[config.mk]
export PLATFORM = sky130hd
export DESIGN_NAME = burst_master_port_flat
export DESIGN_NICKNAME = d
export VERILOG_FILES = /design/src/rtl/burst_master_port_if.sv /design/src/rtl/burst_master_port.sv /design/src/flat_wrapper.sv
export SDC_FILE = /design/constraint.sdc
export NUM_CORES = 1
export LEC_CHECK = 0
export BUFFER_PORTS_ARGS = -buffer_cell sky130_fd_sc_hd__buf_2
export CORE_UTILIZATION = 49
export CTS_BUF_LIST = sky130_fd_sc_hd__clkbuf_8
export DETAILED_ROUTE_END_ITERATION = 8
export GPL_ROUTABILITY_DRIVEN = 0
export PLACE_DENSITY = 0.83
export SYNTH_ARGS = -nofsm -noshare
export SYNTH_HDL_FRONTEND = slang
export SYNTH_SLANG_ARGS = --single-unit
[constraint.sdc]
create_clock -name clk -period 1.7 [get_ports clk]
set_input_delay 0.34 -clock clk [delete_from_list [all_inputs] [get_ports clk]]
set_output_delay 0.34 -clock clk [all_outputs]
set_load 0.03 [all_outputs]
[src/rtl/burst_master_port_if.sv]
// Bundle of device-side and bus-side signals for burst_master_port.
// Handshake semantics: a device request transfers on a rising edge where
// dvalid=1 and dready=1; dack is a one-cycle completion pulse and
// derror/drdata are qualified by it. On the bus, mbreq is held until the
// transaction ends, mbgrant is only sampled while waiting for the bus,
// mwdata is qualified by mvalid and mrdata is qualified by svalid.
interface burst_master_port_if #(
    parameter int ADDR_WIDTH       = 16,
    parameter int DATA_WIDTH       = 8,
    parameter int SLAVE_ADDR_WIDTH = 4,
    parameter int LANES            = 1
);
    logic [DATA_WIDTH-1:0]       dwdata;
    logic [DATA_WIDTH-1:0]       drdata;
    logic [ADDR_WIDTH-1:0]       daddr;
    logic                        dvalid;
    logic                        dready;
    logic                        dmode;
    logic                        dack;
    logic                        derror;
    logic                        mbreq;
    logic                        mbgrant;
    logic [SLAVE_ADDR_WIDTH-1:0] msel;
    logic [LANES-1:0]            mwdata;
    logic [LANES-1:0]            mrdata;
    logic                        mmode;
    logic                        mvalid;
    logic                        svalid;

    modport master (
        input  dwdata, daddr, dvalid, dmode, mbgrant, mrdata, svalid,
        output drdata, dready, dack, derror, mbreq, msel, mwdata, mmode, mvalid
    );

    modport slave (
        output dwdata, daddr, dvalid, dmode, mbgrant, mrdata, svalid,
        input  drdata, dready, dack, derror, mbreq, msel, mwdata, mmode, mvalid
    );
endinterface

[src/rtl/burst_master_port.sv]
// Serial burst master: takes one device request, arbitrates for the bus,
// shifts out the in-slave address (and write data) LANES bits per beat,
// LSB-first, then either finishes or collects read data with a wait timeout.
module burst_master_port #(
    parameter int ADDR_WIDTH       = 16,
    parameter int DATA_WIDTH       = 8,
    parameter int SLAVE_ADDR_WIDTH = 4,
    parameter int LANES            = 1,
    parameter int TIMEOUT          = 255
) (
    input  logic                       clk,
    input  logic                       rst,
    burst_master_port_if.master        bus,
    output logic [2:0]                 dbg_state
);
    localparam int MEM_WIDTH  = ADDR_WIDTH - SLAVE_ADDR_WIDTH;
    localparam int ADDR_BEATS = MEM_WIDTH / LANES;
    localparam int DATA_BEATS = DATA_WIDTH / LANES;
    localparam int MAX_BEATS  = (ADDR_BEATS > DATA_BEATS) ? ADDR_BEATS : DATA_BEATS;
    localparam int CNT_MAX    = (MAX_BEATS > TIMEOUT) ? MAX_BEATS : TIMEOUT;
    localparam int CNT_W      = $clog2(CNT_MAX + 1);

    typedef enum logic [2:0] {IDLE, REQ, ADDR, WDATA, RDATA, DONE} state_t;

    state_t                      state;
    state_t                      state_n;
    logic [SLAVE_ADDR_WIDTH-1:0] sel_q;
    logic [MEM_WIDTH-1:0]        mem_q;     // address shift register, LSB goes out first
    logic [DATA_WIDTH-1:0]       wdata_q;   // write data shift register
    logic [DATA_WIDTH-1:0]       rdata_q;   // read data being assembled
    logic [DATA_WIDTH-1:0]       rdata_n;
    logic [DATA_WIDTH-1:0]       drdata_q;
    logic                        derror_q;
    logic                        mode_q;
    logic [CNT_W-1:0]            beat_cnt;
    logic [CNT_W-1:0]            wait_cnt;
    logic                        last_addr;
    logic                        last_data;
    logic                        wait_expired;

    assign last_addr    = (beat_cnt == CNT_W'(ADDR_BEATS - 1));
    assign last_data    = (beat_cnt == CNT_W'(DATA_BEATS - 1));
    assign wait_expired = !bus.svalid && (wait_cnt == CNT_W'(TIMEOUT - 1));

    // New read beats enter at the top; after all beats the first one sits at the LSBs.
    assign rdata_n = {bus.mrdata, rdata_q[DATA_WIDTH-1:LANES]};

    assign bus.msel   = sel_q;
    assign bus.mmode  = mode_q;
    assign bus.drdata = drdata_q;
    assign bus.derror = derror_q;
    assign dbg_state  = state;

    // State register.
    always_ff @(posedge clk) begin
        if (rst) begin
            state <= IDLE;
        end else begin
            state <= state_n;
        end
    end

    // Next-state decode and per-state bus/device outputs.
    always_comb begin
        state_n    = state;
        bus.dready = 1'b0;
        bus.mbreq  = 1'b0;
        bus.mvalid = 1'b0;
        bus.mwdata = '0;
        bus.dack   = 1'b0;
        case (state)
            IDLE: begin
                bus.dready = 1'b1;
                if (bus.dvalid) state_n = REQ;
            end
            REQ: begin
                bus.mbreq = 1'b1;
                if (bus.mbgrant) state_n = ADDR;
            end
            ADDR: begin
                bus.mbreq  = 1'b1;
                bus.mvalid = 1'b1;
                bus.mwdata = mem_q[LANES-1:0];
                if (last_addr) state_n = mode_q ? WDATA : RDATA;
            end
            WDATA: begin
                bus.mbreq  = 1'b1;
                bus.mvalid = 1'b1;
                bus.mwdata = wdata_q[LANES-1:0];
                if (last_data) state_n = DONE;
            end
            RDATA: begin
                bus.mbreq = 1'b1;
                if ((bus.svalid && last_data) || wait_expired) state_n = DONE;
            end
            DONE: begin
                bus.dack = 1'b1;
                state_n  = IDLE;
            end
            default: state_n = IDLE;
        endcase
    end

    // Request latches, shift registers, counters and the held completion result.
    always_ff @(posedge clk) begin
        if (rst) begin
            sel_q    <= '0;
            mem_q    <= '0;
            wdata_q  <= '0;
            rdata_q  <= '0;
            drdata_q <= '0;
            derror_q <= 1'b0;
            mode_q   <= 1'b0;
            beat_cnt <= '0;
            wait_cnt <= '0;
        end else begin
            case (state)
                IDLE: begin
                    if (bus.dvalid) begin
                        sel_q    <= bus.daddr[ADDR_WIDTH-1 -: SLAVE_ADDR_WIDTH];
                        mem_q    <= bus.daddr[MEM_WIDTH-1:0];
                        wdata_q  <= bus.dwdata;
                        mode_q   <= bus.dmode;
                        rdata_q  <= '0;
                        beat_cnt <= '0;
                        wait_cnt <= '0;
                    end
                end
                ADDR: begin
                    mem_q    <= mem_q >> LANES;
                    beat_cnt <= last_addr ? '0 : beat_cnt + CNT_W'(1);
                end
                WDATA: begin
                    wdata_q  <= wdata_q >> LANES;
                    beat_cnt <= beat_cnt + CNT_W'(1);
                    if (last_data) derror_q <= 1'b0;
                end
                RDATA: begin
                    if (bus.svalid) begin
                        rdata_q  <= rdata_n;
                        beat_cnt <= beat_cnt + CNT_W'(1);
                        wait_cnt <= '0;
                        if (last_data) begin
                            drdata_q <= rdata_n;
                            derror_q <= 1'b0;
                        end
                    end else begin
                        wait_cnt <= wait_cnt + CNT_W'(1);
                        if (wait_expired) begin
                            drdata_q <= '0;
                            derror_q <= 1'b1;
                        end
                    end
                end
                default: ;
            endcase
        end
    end
endmodule

[src/flat_wrapper.sv]
// flat-port wrapper written by rule: the top's interface ports become plain ports
module burst_master_port_flat 
#(
    parameter int ADDR_WIDTH       = 16,
    parameter int DATA_WIDTH       = 8,
    parameter int SLAVE_ADDR_WIDTH = 4,
    parameter int LANES            = 1,
    parameter int TIMEOUT          = 255
)
  (clk, rst, dbg_state, bus_dwdata, bus_daddr, bus_dvalid, bus_dmode, bus_mbgrant, bus_mrdata, bus_svalid, bus_drdata, bus_dready, bus_dack, bus_derror, bus_mbreq, bus_msel, bus_mwdata, bus_mmode, bus_mvalid);
  burst_master_port_if #(.ADDR_WIDTH(ADDR_WIDTH), .DATA_WIDTH(DATA_WIDTH), .SLAVE_ADDR_WIDTH(SLAVE_ADDR_WIDTH), .LANES(LANES)) bus_i ();
  input  logic clk;
  input  logic rst;
  output logic [2:0] dbg_state;
  input wire logic [$bits(bus_i.dwdata)-1:0] bus_dwdata;
  input wire logic [$bits(bus_i.daddr)-1:0] bus_daddr;
  input wire logic [$bits(bus_i.dvalid)-1:0] bus_dvalid;
  input wire logic [$bits(bus_i.dmode)-1:0] bus_dmode;
  input wire logic [$bits(bus_i.mbgrant)-1:0] bus_mbgrant;
  input wire logic [$bits(bus_i.mrdata)-1:0] bus_mrdata;
  input wire logic [$bits(bus_i.svalid)-1:0] bus_svalid;
  output wire logic [$bits(bus_i.drdata)-1:0] bus_drdata;
  output wire logic [$bits(bus_i.dready)-1:0] bus_dready;
  output wire logic [$bits(bus_i.dack)-1:0] bus_dack;
  output wire logic [$bits(bus_i.derror)-1:0] bus_derror;
  output wire logic [$bits(bus_i.mbreq)-1:0] bus_mbreq;
  output wire logic [$bits(bus_i.msel)-1:0] bus_msel;
  output wire logic [$bits(bus_i.mwdata)-1:0] bus_mwdata;
  output wire logic [$bits(bus_i.mmode)-1:0] bus_mmode;
  output wire logic [$bits(bus_i.mvalid)-1:0] bus_mvalid;
  assign bus_i.dwdata = bus_dwdata;
  assign bus_i.daddr = bus_daddr;
  assign bus_i.dvalid = bus_dvalid;
  assign bus_i.dmode = bus_dmode;
  assign bus_i.mbgrant = bus_mbgrant;
  assign bus_i.mrdata = bus_mrdata;
  assign bus_i.svalid = bus_svalid;
  assign bus_drdata = bus_i.drdata;
  assign bus_dready = bus_i.dready;
  assign bus_dack = bus_i.dack;
  assign bus_derror = bus_i.derror;
  assign bus_mbreq = bus_i.mbreq;
  assign bus_msel = bus_i.msel;
  assign bus_mwdata = bus_i.mwdata;
  assign bus_mmode = bus_i.mmode;
  assign bus_mvalid = bus_i.mvalid;
  burst_master_port #(.ADDR_WIDTH(ADDR_WIDTH), .DATA_WIDTH(DATA_WIDTH), .SLAVE_ADDR_WIDTH(SLAVE_ADDR_WIDTH), .LANES(LANES), .TIMEOUT(TIMEOUT)) u_core (.clk(clk), .rst(rst), .bus(bus_i), .dbg_state(dbg_state));
endmodule
==> impl_metrics.toml <==
[drt]
num_vias = 2876
dr.pass1.iters = 5
wl_met3_um = 432
detail-route-antenna-nets = 0
drc_errors = 0
wl_met2_um = 3490
via_per_inst = 5.72
drt_iter0_drc = 151
wl_met1_um = 3270
wl_um = 7280
wl_per_cell_um = 14.5
highest_layer = "met4"

[power_and_ir_drop]
power_w = 0.00377
vdd_drop_max_v = 0.000786
p_leak_nw = 1.44
power_density_nw_per_um2 = 997

[timing]
fmax_ghz = 0.600
slew_headroom_pct = 63.5
rsz0062_at_grt = "true"
final-hold-violation-count = 0
finalCriticalPeriod_ps = 1670
fin_ws_ps = 33.6
setup_viol = 0
fin_worst_skew_ps = 7.89
worstMarginPinSlew_ps = 543
maxSlewViolCount = 0
fin_setup_tns_ps = 0
min_period_over_period_pct = 98.0

[cells_and_area]
stdcell_count = 503
register_area_um2 = 1220
multi_input_area_um2 = 1660
num_antenna_cells = 0
syn2layout_area_growth_pct = 29.6
drive_above_1_share_pct = 29.7
fill_cells = 437
nets = 460

[yosys]
yosysSeqAreaShare_pct = 41.2
synth_cells = 355
ys_warn_count = 0
synthArstFlopShare_pct = 0
synth_area_leader_cell = "dfxtp_1"
synth-seq-cells = 60
synth_edf_count = 0
synth.cell_area_um2 = 2920
ys.flop_type = "dfxtp_1"
yosysMostFrequentCell = "nand2_1"
syn_avg_cell_area_um2 = 8.21
netlist_top_cells_area = "dfxtp_1 41%, nand2_1 8.8%, a311oi_1 6.6%"
synth_common_cells = "68 x nand2_1, 60 x dfxtp_1, 27 x nor2_1"
synth_nets = 389
synth.distinct_cells = 56
synth_top_area_share_pct = 41.2

[outcome]
status = "finished, final reports clean"

[placement]
dpl.cell_count = 478
preCtsSetupSlack_ps = -46.1
place_hpwl_um = 4800
portBuffers = 52

[global_route]
grt_usage_pct = 24.8
antenna_found_initial = 0
grt_overflow = 0
grt_max_degree = 32
grt_pass1_wl_um = 12000
grt_pass1_vias = 2578

[floorplanning]
dieHeight_um = 79.1
core_area_um2 = 5610
dieArea_um2 = 6260
die_width_um = 79.1
start_util_pct = 52.0
rows = 27
pin_count = 53

[critical_path]
crit_type = "register to output port"
critPathArrivalTime_ps = 1330
end_kind = "output port"
startpoint = "u_core.dbg_state[0]"
cp.required_ps = 1360
rrSetupSlack_ps = 40
r2r-start = "u_core.dbg_state[0]"
crit_fanout = 7
start_kind = "register"

[clock_tree]
cts_tree = "yes"
cts_inserted_buffers = 9
htree_levels = 3
clock-root-buffer = "clkbuf_8"
clk_path_buf_depth = 2
clk_pin_slew_ps = 70
clkLatencyLatePin_ps = 350
cts_sinks = 60

[min_path]
hp-start = "bus_daddr[12]"
hold_path_class = "input pin to register"

[job]
max-cap-violations = 0
-- kinds of logic (layout without fill, tap and decap cells) --
family	count (synthesis)	in the layout	synth area share, %
compound gates	84	84	20.1
mux	9	9	3.09
xor+xnor	1	1	0.300
fa+ha+maj	3	3	1.29
flops	60	60	41.2
buf+inv	28	104	4.25
simple gates	170	170	29.8
-- area by class of cell --
class	count	share of cell area [%]
multi-input combinational	267	44.1
sequential	60	32.2
timing repair buffer	85	15.1
clock buffer	9	3.28
clock inverter	7	2.65
tap	72	2.38
inverter	3	0.298
-- critical path: stages (launching register included) --
cell and delay, ps:
dfxtp_4 390, buf_8 140, mux2i_4 250, nor2b_4 60, buf_6 130
-- worst paths after layout --
| path | cells after the start | end |
|---|---|---|
| max reg2reg | 4 | u_core.wait_cnt[2] |
| min | 3 | u_core.bus.msel[0] |
| max | 4 | bus_mwdata |
| min reg2reg | 2 | u_core.bus.msel[1] |
-- per-layer routing --
metal | up-vias | GRT usage, %
met5 | - | 0
met1 | 1337 | 32.0
met3 | 11 | 7.24
li1 | 1427 | -
met2 | 101 | 39.7
met4 | 0 | 7.64
-- registers in the layout (all words and copies together) (netlist names) --
name               cells
u_core.mem_q          12
u_core.beat_cnt        8
u_core.bus.drdata      8
u_core.wait_cnt        8
u_core.wdata_q         8
u_core.rdata_q         7
u_core.bus.msel        4
u_core.dbg_state       3
u_core.bus.derror      1
u_core.bus.mmode       1
-- cells in the final DEF, fill, tap and decap left out, types with 4 or more instances in the layout --
master     n
nand2_1   68
dfxtp_1   54
buf_2     51
buf_4     28
nor2_1    25
a21oi_1   24
nand3_1   22
a311oi_1  21
nand2b_1  11
nand3b_1   9
clkbuf_8   9
mux2i_1    8
o21ai_1    6
a31oi_1    6
nor3_1     6
o21ai_0    5
a211oi_1   4
buf_12     4
-- through the flow --
stage          util [%]  cell area [um2]  hold WS [ps]
4_1_cts            66.4             3720           214
5_1_grt            67.4             3780           231
3_3_place_gp       60.8             3410           439
6_report           67.4             3780           221
2_1_floorplan         -             2960           445
3_5_place_dp       60.8             3410           446
-- timing repair --
action,4_1_cts,5_1_grt
endpoints found under the setup margin,11,24
gates resized for setup,13,7
hold buffers,0,0
pin swaps,1,4
setup buffers,5,4
-- where the power goes --
| group | switching [W] | leakage [nW] | total, W | internal (W) |
|---|---|---|---|---|
| combinational | 0.000422 | 0.840 | 0.000737 | 0.000315 |
| clock | 0.000614 | 0.114 | 0.00145 | 0.000834 |
| sequential | 0.0000817 | 0.491 | 0.00158 | 0.00150 |
(Power assumes the default switching activity.)
